<file path="src/rtl/rv_seq_pkg.sv">
// Shared types and constants for the multi-cycle RV32 sequencer: state encodings,
// supported opcodes, output strobe bundle and wait-timer sizing.
package rv_seq_pkg;

  typedef enum logic [2:0] {
    ST_BOOT   = 3'd0,
    ST_FETCH  = 3'd1,
    ST_DECODE = 3'd2,
    ST_EXEC   = 3'd3,
    ST_MEM    = 3'd4,
    ST_WB     = 3'd5,
    ST_HALT   = 3'd6
  } seq_state_e;

  localparam logic [6:0] OPC_OP     = 7'b0110011;
  localparam logic [6:0] OPC_OP_IMM = 7'b0010011;
  localparam logic [6:0] OPC_LOAD   = 7'b0000011;
  localparam logic [6:0] OPC_STORE  = 7'b0100011;
  localparam logic [6:0] OPC_LUI    = 7'b0110111;
  localparam logic [6:0] OPC_AUIPC  = 7'b0010111;
  localparam logic [6:0] OPC_BRANCH = 7'b1100011;
  localparam logic [6:0] OPC_JAL    = 7'b1101111;
  localparam logic [6:0] OPC_JALR   = 7'b1100111;

  typedef struct packed {
    logic       instr_mem_read;
    logic       ir_write;
    logic       data_mem_read;
    logic [3:0] data_mem_write;
    logic       rd_write;
    logic       pc_write;
  } seq_strobes_t;

  // Counter must hold the value MEM_TIMEOUT itself; keep at least one bit.
  function automatic int unsigned wait_timer_w(input int unsigned timeout);
    return (timeout == 0) ? 1 : $clog2(timeout + 1);
  endfunction

  function automatic logic opcode_supported(input logic [6:0] opc);
    case (opc)
      OPC_OP, OPC_OP_IMM, OPC_LOAD, OPC_STORE, OPC_LUI,
      OPC_AUIPC, OPC_BRANCH, OPC_JAL, OPC_JALR: opcode_supported = 1'b1;
      default:                                  opcode_supported = 1'b0;
    endcase
  endfunction

endpackage

</file>
<file path="src/rtl/multicycle_sequencer_if.sv">
// Decoder / memory-port / write-enable bundle between the sequencer (master)
// and the surrounding datapath (slave).
interface multicycle_sequencer_if #(
  parameter int unsigned CNT_W = 32
) ();

  logic [6:0]       opcode;
  logic             dec_data_mem_read;
  logic [3:0]       dec_data_mem_write;
  logic             dec_rd_write;
  logic             mem_ready;
  logic             halt_req;

  logic             instr_mem_read;
  logic             ir_write;
  logic             data_mem_read;
  logic [3:0]       data_mem_write;
  logic             rd_write;
  logic             pc_write;
  logic [2:0]       state;
  logic             halted;
  logic             illegal;
  logic             bus_err;
  logic [CNT_W-1:0] instret;

  modport master (
    input  opcode, dec_data_mem_read, dec_data_mem_write, dec_rd_write,
           mem_ready, halt_req,
    output instr_mem_read, ir_write, data_mem_read, data_mem_write,
           rd_write, pc_write, state, halted, illegal, bus_err, instret
  );

  modport slave (
    output opcode, dec_data_mem_read, dec_data_mem_write, dec_rd_write,
           mem_ready, halt_req,
    input  instr_mem_read, ir_write, data_mem_read, data_mem_write,
           rd_write, pc_write, state, halted, illegal, bus_err, instret
  );

endinterface

</file>
<file path="src/rtl/seq_wait_timer.sv">
// Per-request memory wait counter: counts enabled cycles, saturates at
// MEM_TIMEOUT and flags expiry; MEM_TIMEOUT of 0 never expires.
module seq_wait_timer
  import rv_seq_pkg::*;
#(
  parameter int unsigned MEM_TIMEOUT = 16
) (
  input  logic clk,
  input  logic rst_n,
  input  logic clear,
  input  logic en,
  output logic expired
);

  localparam int unsigned TW = wait_timer_w(MEM_TIMEOUT);
  localparam logic [TW-1:0] LIMIT = TW'(MEM_TIMEOUT);

  logic [TW-1:0] cnt;

  always_ff @(posedge clk or negedge rst_n) begin
    if (!rst_n) begin
      cnt <= '0;
    end else if (clear) begin
      cnt <= '0;
    end else if (en && !expired) begin
      cnt <= cnt + TW'(1);
    end
  end

  always_comb begin
    expired = (MEM_TIMEOUT != 0) && (cnt == LIMIT);
  end

endmodule

</file>
<file path="src/rtl/multicycle_sequencer.sv">
// Multi-cycle RV32 control sequencer: FETCH/DECODE/EXEC/MEM/WB stepping with
// memory wait timeout, halt and fault reporting. Define MULTICYCLE_SEQ_INSTRET_EN
// to build the retired-instruction counter; otherwise instret is tied to 0.
module multicycle_sequencer
  import rv_seq_pkg::*;
#(
  parameter int unsigned MEM_TIMEOUT = 16,
  parameter int unsigned CNT_W       = 32
) (
  input  logic                   clk,
  input  logic                   rst_n,
  multicycle_sequencer_if.master bus
);

  seq_state_e   state_q;
  seq_state_e   state_d;
  seq_strobes_t strb;
  logic         halt_pend_q;
  logic         illegal_q;
  logic         bus_err_q;
  logic         expired;
  logic         in_wait_c;

  assign in_wait_c = (state_q == ST_FETCH) || (state_q == ST_MEM);

  seq_wait_timer #(
    .MEM_TIMEOUT (MEM_TIMEOUT)
  ) u_wait_timer (
    .clk     (clk),
    .rst_n   (rst_n),
    .clear   (state_d != state_q),
    .en      (in_wait_c && !bus.mem_ready),
    .expired (expired)
  );

  always_ff @(posedge clk or negedge rst_n) begin
    if (!rst_n) begin
      state_q <= ST_BOOT;
    end else begin
      state_q <= state_d;
    end
  end

  // Next state; a ready memory beats an expired timer in the same cycle.
  always_comb begin
    state_d = state_q;
    case (state_q)
      ST_BOOT:   state_d = ST_FETCH;
      ST_FETCH: begin
        if (bus.mem_ready)  state_d = ST_DECODE;
        else if (expired)   state_d = ST_HALT;
      end
      ST_DECODE: state_d = opcode_supported(bus.opcode) ? ST_EXEC : ST_HALT;
      ST_EXEC: begin
        state_d = (bus.dec_data_mem_read || (|bus.dec_data_mem_write)) ? ST_MEM : ST_WB;
      end
      ST_MEM: begin
        if (bus.mem_ready)  state_d = ST_WB;
        else if (expired)   state_d = ST_HALT;
      end
      ST_WB:     state_d = halt_pend_q ? ST_HALT : ST_FETCH;
      ST_HALT:   state_d = ST_HALT;
      default:   state_d = ST_BOOT;
    endcase
  end

  // Strobes follow only the registered state and timer; requests never see mem_ready.
  always_comb begin
    strb = '0;
    case (state_q)
      ST_FETCH: begin
        strb.instr_mem_read = !expired;
        strb.ir_write       = bus.mem_ready;
      end
      ST_MEM: begin
        if (!expired) begin
          strb.data_mem_read  = bus.dec_data_mem_read;
          strb.data_mem_write = bus.dec_data_mem_write;
        end
      end
      ST_WB: begin
        strb.rd_write = bus.dec_rd_write;
        strb.pc_write = 1'b1;
      end
      default: ;
    endcase
  end

  always_ff @(posedge clk or negedge rst_n) begin
    if (!rst_n) begin
      halt_pend_q <= 1'b0;
      illegal_q   <= 1'b0;
      bus_err_q   <= 1'b0;
    end else begin
      halt_pend_q <= halt_pend_q | bus.halt_req;
      if ((state_q == ST_DECODE) && !opcode_supported(bus.opcode)) begin
        illegal_q <= 1'b1;
      end
      if (in_wait_c && expired && !bus.mem_ready) begin
        bus_err_q <= 1'b1;
      end
    end
  end

`ifdef MULTICYCLE_SEQ_INSTRET_EN
  logic [CNT_W-1:0] instret_q;

  always_ff @(posedge clk or negedge rst_n) begin
    if (!rst_n) begin
      instret_q <= '0;
    end else if (state_q == ST_WB) begin
      instret_q <= instret_q + CNT_W'(1);
    end
  end

  assign bus.instret = instret_q;
`else
  assign bus.instret = '0;
`endif

  assign bus.instr_mem_read = strb.instr_mem_read;
  assign bus.ir_write       = strb.ir_write;
  assign bus.data_mem_read  = strb.data_mem_read;
  assign bus.data_mem_write = strb.data_mem_write;
  assign bus.rd_write       = strb.rd_write;
  assign bus.pc_write       = strb.pc_write;
  assign bus.state          = state_q;
  assign bus.halted         = (state_q == ST_HALT);
  assign bus.illegal        = illegal_q;
  assign bus.bus_err        = bus_err_q;

endmodule
</file>
<file path="src/flat_wrapper.sv">
// flat-port wrapper written by rule: the top's interface ports become plain ports
module multicycle_sequencer_flat import rv_seq_pkg::*;
#(
  parameter int unsigned MEM_TIMEOUT = 16,
  parameter int unsigned CNT_W       = 32
)
  (clk, rst_n, bus_opcode, bus_dec_data_mem_read, bus_dec_data_mem_write, bus_dec_rd_write, bus_mem_ready, bus_halt_req, bus_instr_mem_read, bus_ir_write, bus_data_mem_read, bus_data_mem_write, bus_rd_write, bus_pc_write, bus_state, bus_halted, bus_illegal, bus_bus_err, bus_instret);
  multicycle_sequencer_if #(.CNT_W(CNT_W)) bus_i ();
  input  logic clk;
  input  logic rst_n;
  input wire logic [$bits(bus_i.opcode)-1:0] bus_opcode;
  input wire logic [$bits(bus_i.dec_data_mem_read)-1:0] bus_dec_data_mem_read;
  input wire logic [$bits(bus_i.dec_data_mem_write)-1:0] bus_dec_data_mem_write;
  input wire logic [$bits(bus_i.dec_rd_write)-1:0] bus_dec_rd_write;
  input wire logic [$bits(bus_i.mem_ready)-1:0] bus_mem_ready;
  input wire logic [$bits(bus_i.halt_req)-1:0] bus_halt_req;
  output wire logic [$bits(bus_i.instr_mem_read)-1:0] bus_instr_mem_read;
  output wire logic [$bits(bus_i.ir_write)-1:0] bus_ir_write;
  output wire logic [$bits(bus_i.data_mem_read)-1:0] bus_data_mem_read;
  output wire logic [$bits(bus_i.data_mem_write)-1:0] bus_data_mem_write;
  output wire logic [$bits(bus_i.rd_write)-1:0] bus_rd_write;
  output wire logic [$bits(bus_i.pc_write)-1:0] bus_pc_write;
  output wire logic [$bits(bus_i.state)-1:0] bus_state;
  output wire logic [$bits(bus_i.halted)-1:0] bus_halted;
  output wire logic [$bits(bus_i.illegal)-1:0] bus_illegal;
  output wire logic [$bits(bus_i.bus_err)-1:0] bus_bus_err;
  output wire logic [$bits(bus_i.instret)-1:0] bus_instret;
  assign bus_i.opcode = bus_opcode;
  assign bus_i.dec_data_mem_read = bus_dec_data_mem_read;
  assign bus_i.dec_data_mem_write = bus_dec_data_mem_write;
  assign bus_i.dec_rd_write = bus_dec_rd_write;
  assign bus_i.mem_ready = bus_mem_ready;
  assign bus_i.halt_req = bus_halt_req;
  assign bus_instr_mem_read = bus_i.instr_mem_read;
  assign bus_ir_write = bus_i.ir_write;
  assign bus_data_mem_read = bus_i.data_mem_read;
  assign bus_data_mem_write = bus_i.data_mem_write;
  assign bus_rd_write = bus_i.rd_write;
  assign bus_pc_write = bus_i.pc_write;
  assign bus_state = bus_i.state;
  assign bus_halted = bus_i.halted;
  assign bus_illegal = bus_i.illegal;
  assign bus_bus_err = bus_i.bus_err;
  assign bus_instret = bus_i.instret;
  multicycle_sequencer #(.MEM_TIMEOUT(MEM_TIMEOUT), .CNT_W(CNT_W)) u_core (.clk(clk), .rst_n(rst_n), .bus(bus_i));
endmodule
</file>
<file path="config.mk">
export PLATFORM = sky130hd
export DESIGN_NAME = multicycle_sequencer_flat
export DESIGN_NICKNAME = d
export VERILOG_FILES = /design/src/rtl/rv_seq_pkg.sv /design/src/rtl/multicycle_sequencer_if.sv /design/src/rtl/seq_wait_timer.sv /design/src/rtl/multicycle_sequencer.sv /design/src/flat_wrapper.sv
export SDC_FILE = /design/constraint.sdc
export NUM_CORES = 1
export LEC_CHECK = 0
export ABC_AREA = 1
export BUFFER_PORTS_ARGS = -buffer_cell sky130_fd_sc_hd__buf_2
export CORE_MARGIN = 5
export CORE_UTILIZATION = 46
export DETAILED_ROUTE_END_ITERATION = 10
export PLACE_DENSITY = 0.78
export SLEW_MARGIN = 25
export SYNTH_ARGS = -nofsm -noshare
export SYNTH_HDL_FRONTEND = slang
export SYNTH_HIERARCHICAL = 1
export SYNTH_SLANG_ARGS = --single-unit
export TNS_END_PERCENT = 30
</file>
<file path="constraint.sdc">
create_clock -name clk -period 4 [get_ports clk]
set_input_delay 0.6 -clock clk [delete_from_list [all_inputs] [get_ports clk]]
set_output_delay 0.6 -clock clk [all_outputs]
set_load 0.01 [all_outputs]
</file>
# Word level (Yosys, flattened, before mapping)
# Cells that the tools add are included.
totals:
  regBits: 11
  latch_bits: 0
  ramBits: 0
  rom_bits: 0
  inputBits: 17
  output_inout_bits: 47
  elab_cells: 53
  memories: 0
classes:
  n_addsub: 1
  multipliers: 0
  div_mod_pow: 0
  n_lt_le_gt_ge: 0
  n_eq_ne: 17
  shifts: 0
  n_mux: 15
  bitwise_logic: 1
  reduce_logical: 14
ops:
  columns: ["operator", "count"]
  rows:
  - ["$eq 7x6->1 const B", 3]
  - ["$eq 7x7->1 const B", 3]
  - ["$pmux 3 s7", 1]
  - ["$mux 5", 4]
  - ["$mux 3", 5]
  - ["$eq 7x5->1 const B", 2]
  - ["$eq 3x3->1 const B", 3]
  - ["$reduce_or 9->1", 1]
  - ["$eq 7x2->1 const B", 1]
  - ["$eq 3x2->1 const B", 2]
  - ["$add 5x1->5 const B", 1]
  - ["$eq 5x5->1 const B", 1]
  - ["$logic_and 1x1->1", 5]
  - ["$mux 2", 2]
  - ["$reduce_or 4->1", 1]
  - ["$eq 3x1->1 const B", 1]
  - ["$logic_not 1->1", 3]
  - ["$logic_not 3->1", 1]
  - ["$mux 1", 3]
  - ["$ne 3x3->1", 1]
  - ["$logic_or 1x1->1", 2]
  - ["$reduce_bool 2->1", 1]
  - ["$or 1x1->1", 1]

# Logic depth before layout (Yosys ltp)
logic_depth:
  depth_word: 8
  mapped_depth: 19
  depth_no_buf: 19

# Hierarchy
# Netlist, hierarchy kept.
modules_own_cells:
  columns: ["module", "n_inst", "cells_each", "area_each_um2", "seq_area_each_um2"]
  rows:
  - ["multicycle_sequencer", 1, 134, 869.6, 150.1]
  - ["seq_wait_timer", 1, 41, 344.1, 125.1]

# Least setup slack after synthesis
# OpenSTA, ideal clock, no wires.
synth_timing:
  kind: "register -> register"
  start: "register u_core.u_wait_timer.cnt[0]"
  end: "register u_core.u_wait_timer.cnt[3]"
  setup_time_ns: 0.117
  t_arrival_ns: 1.892
  setup_slack_ns: 1.992
  stages_incl_launch_ff: 20
  path_buffers: 0
  synth_period_minus_slack_ns: 2.008
  cell_sequence: "dfrtp_1 -> inv_1 -> ha_1 -> nand2_1 -> inv_1 -> nand2_2 -> inv_1 -> inv_1 -> nor2_1 -> nand2_2 -> nand2_2 -> nor2_4 -> nand2_2 -> nand2_1 -> nand2_1 -> nand3_2 -> bufinv_8 -> nand2_4 -> nand2_1 -> nand2_1"
synth_via:
  elab_chain_cells: 6
synth_lines:
  columns: ["element", "line", "source"]
  rows:
  - ["start: declaration", "seq_wait_timer.sv:18", "logic [TW-1:0] cnt;"]
  - ["start signal: assignment", "seq_wait_timer.sv:26", "cnt <= cnt + TW'(1);"]
  - ["$eq 5x5->1 (*)", "seq_wait_timer.sv:31", "expired = (MEM_TIMEOUT != 0) && (cnt == LIMIT);"]
  - ["via u_core.expired", "multicycle_sequencer.sv:21", "logic expired;"]
  - ["$mux 3 (*)", "multicycle_sequencer.sv:51, multicycle_sequencer.sv:59", null]
  - ["$mux 3 (on tied branches)", "multicycle_sequencer.sv:58, multicycle_sequencer.sv:50", null]
  - ["$pmux 3 s7 (*)", "multicycle_sequencer.sv:47", "case (state_q)"]
  - ["via u_core.state_d[2]", "multicycle_sequencer.sv:16", "seq_state_e state_d;"]
  - ["$ne 3x3->1 (*)", "multicycle_sequencer.sv:31", ".clear (state_d != state_q),"]
  - ["$mux 5 / $reduce_bool 2->1 (equally long branches)", null, null]
# The timed path passes the listed nets; every way through them passes the cells marked *. The select of a mux whose other input is x is not followed.
# A chain may end at the register's enable or synchronous reset.

# Final worst setup path
layout_timing:
  start: "register u_core.u_wait_timer.cnt[0]"
  end: "output port bus_data_mem_read"
layout_via:
  elab_chain_cells: 3
layout_lines:
  columns: ["element", "line", "source"]
  rows:
  - ["$eq 5x5->1", "seq_wait_timer.sv:31", null]
  - ["via u_core.expired", "multicycle_sequencer.sv:21", null]
  - ["$mux 5", "multicycle_sequencer.sv:76", "if (!expired) begin"]
  - ["$mux 5", "multicycle_sequencer.sv:70", "case (state_q)"]
  - ["end: declaration", "flat_wrapper.sv:19", "output wire logic [$bits(bus_i.data_mem_read)-1:0] bus_data_mem_read;"]
# The timed path passes the listed nets, and every way through them passes these cells.

==> results.yml <==
setup_path:
  cp.required_ns: 3.40
  critPathLaunchType: "flip-flop"
  crit_path_max_fanout: 8
  r2r_cells: 18
  path_buf_inv: 5
  r2r-end: "u_core/u_wait_timer/cnt[3]"
  critPathTopFamily: "buffers and inverters"
  reg2reg_slack_ns: 1.75
  r2r_start: "u_core/u_wait_timer/cnt[0]"
  end_kind: "output pin"
  path_common_cell: "inv_1"
  critPathSlowestCell: "dfrtp_1"
  worstPathArrival_ns: 1.73
  cpPeakStageDelay_ns: 0.39
  path_cells: "inv_1 > ha_1 > nand2_1 > inv_1 > nand2_2 > inv_1 > inv_1 > nand2_1 > nor2_1 > buf_2"
  worst-setup-path-type: "flip-flop to output pin"
detailed_routing:
  postRouteAntennaNets: 0
  wirelength_mm: 2.355
  drc_errors: 0
  via_per_inst: 4.388
  firstDrtPassIters: 4
  wl_per_cell_um: 9.937
  vias: 1040
  drt_iter0_markers: 26
run_status:
  status: "completed"
global_route:
  track_usage_pct: 13.41
  first_global_vias: 915
  grt_max_degree: 12
  grt_pass1_wl_mm: 3.877
  antenna_found_initial: 0
  grt-ovfl-total: 0
placement:
  dp_cells: 233
  hpwl_mm: 1.970
  io_buffers: 31
  gp_congestion: 0.8209
finish:
  final_util_pct: 51.25
  drive_gt1_share_pct: 28.50
  area_delta_synth_final_pct: 5.567
  nNetsFinal: 227
  instances_no_fill: 237
  diodes: 0
clocking:
  clockBufferDepth: 2
  post_cts_buffers: 0
  cts-resized-gates: 0
  htree_levels: 1
  cts_sinks: 11
  cts_root_buf: "clkbuf_4"
  hold_buffers: 0
  insertion_delay_ns: 0.26
  cts_tree: "done"
  clk_pin_slew_ns: 0.07
  cts-buffers-inserted: 3
hold_path:
  hp-class: "primary input to asynchronous set/reset pin"
timing:
  setup_viol: 0
  fmax_mhz: 428.8
  fin_skew_ns: 0.001007
  maxSlewViolCount: 0
  setup_tns_ns: 0
  fin_crit_sh_pct: 58.30
  rsz0062_at_grt: "false"
  timing_hold_violations_final: 0
  period_needed_ns: 2.332
job:
  drv_cap: 0
die:
  die_w_um: 61.37
  core_area_sq_um: 2500
  row_count: 18
  dieArea_sq_um: 3766
  die_h_um: 61.37
  start_util_pct: 48.55
  io_pins: 64
synth:
  syn_area_sq_um: 1214
  synth.avg_cell_area_sq_um: 6.935
  synth_seq_cells: 11
  netlist_instances: 175
  yosys_warnings: 6
  yosysSeqAreaShare_pct: 22.68
  synth_cell_types: 26
pwr:
  ir_drop_uv: 336.5
  power.total_mw: 0.6806
  leakage_nw: 0.7776
  cellPowerDensity_nw_per_um2: 531.2
[worst reg2reg max path, cell delays in order (launching register included)]
cell and delay (ns):
dfrtp_1 0.39, inv_1 0.10, ha_1 0.20, nand2_1 0.05, inv_1 0.04, nand2_2 0.10
inv_1 0.09, inv_1 0.19, nand3_1 0.10, nor2_1 0.15, nor2_2 0.06, nand3_2 0.08
nand2_1 0.05, nand2_1 0.08, nand3_2 0.08, bufinv_8 0.21, nand2_4 0.07, nand2_1 0.06
nand2_1 0.05
[layer usage]
layer,vias to the layer above,global-route usage [%],part of all wire [%]
li1,540,-,-
met1,456,18.59,43
met2,44,21.45,48
met3,0,3.774,9.5
met4,0,1.818,0
met5,-,0,0
[sequential cells by signal (all words and copies together), names as in the netlist]
name / count
u_core/bus.bus_err: 1
u_core/bus.illegal: 1
u_core/bus.state: 3
u_core/halt_pend_q: 1
u_core/u_wait_timer/cnt: 5
[layout by cell type (no fill, tap or decap), types with 2 or more instances in the layout]
cell type and count:
nand2_1 34, conb_1 32, buf_2 31, inv_1 20, nor2_1 20, nand3_1 12, dfrtp_1 11, nand2_2 5
nor2_2 5, nand4_1 5, clkbuf_4 3, nand3_2 3, o21ai_2 3, nand2_4 3, a21oi_1 3, inv_2 2
nor2_4 2, nor3_1 2, o21bai_1 2, ha_1 2
[cells by family (layout without fill, tap and decap cells)]
kind of cell	count (synthesis)	after routing	synth area share (%)
adders and majority gates	2	2	2.062
AOI/OAI and AO/OA	10	10	5.463
buffers and inverters	57	58	30.31
DFF	11	11	22.68
and+or+nand+nor	93	93	38.45
other	1	32	0.3090
xor gates and xnor gates	1	1	0.7218
[cells in the mapped netlist, drive strengths merged]
| cell | instances | share of area [%] |
|---|---|---|
| clkbuf | 2 | 2.3 |
| or2 | 1 | 0.52 |
| bufinv | 1 | 1.4 |
| nand3 | 15 | 7.4 |
| nor2 | 27 | 11 |
| inv | 22 | 6.8 |
| nand2 | 42 | 16 |
| buf | 32 | 20 |
| nand3b | 1 | 0.62 |
| ha | 2 | 2.1 |
| a21oi | 3 | 1.2 |
| dfrtp | 11 | 23 |
| xnor2 | 1 | 0.72 |
| nor3 | 2 | 0.82 |
| nand4 | 5 | 2.6 |
| o21ai | 5 | 3.0 |
| o21bai | 2 | 1.2 |
| conb | 1 | 0.31 |
[area by class of cell]
type,instances,area [sq um]
Clock buffer,4,26.28
Fill cell,249,1219
Inverter,23,100.1
Multi-Input combinational cell,138,686.9
Sequential cell,11,275.3
Tap cell,30,37.54
Timing Repair Buffer,31,155.1
[power by group]
part | total [mW] | internal [mW] | switching (mW)
Sequential | 0.181 | 0.129 | 0.0520
Clock | 0.0738 | 0.0385 | 0.0353
Combinational | 0.426 | 0.166 | 0.261
Total | 0.681 | 0.333 | 0.348
[worst max-delay path by stage]
| stage | from | end | slack [ns] | depth (start not counted) |
|---|---|---|---|---|
| after CTS | u_core/u_wait_timer/cnt[0] | bus_data_mem_read | 1.65 | 10 |
| after global placement | u_core/u_wait_timer/cnt[0] | u_core/u_wait_timer/cnt[2] | 1.83 | 18 |
| final | u_core/u_wait_timer/cnt[0] | bus_data_mem_read | 1.67 | 10 |
| after detailed placement | u_core/u_wait_timer/cnt[0] | u_core/u_wait_timer/cnt[2] | 1.76 | 18 |
| after floorplan | u_core/u_wait_timer/cnt[0] | u_core/u_wait_timer/cnt[3] | 1.99 | 19 |
| after global routing | u_core/u_wait_timer/cnt[0] | bus_data_mem_write[2] | 1.44 | 10 |
[metrics by stage]
step | hold WS [ns] | setup WS (ns) | cell area (sq um)
after global placement | 0.4526 | 1.825 | 1255
after global routing | 0.1978 | 1.437 | 1281
after detailed placement | 0.4588 | 1.756 | 1255
final | 0.1946 | 1.668 | 1281
after CTS | 0.1971 | 1.653 | 1281
after floorplan | 0.3044 | 1.992 | 1330
No activity file was read; power rests on OpenSTA's default activity.
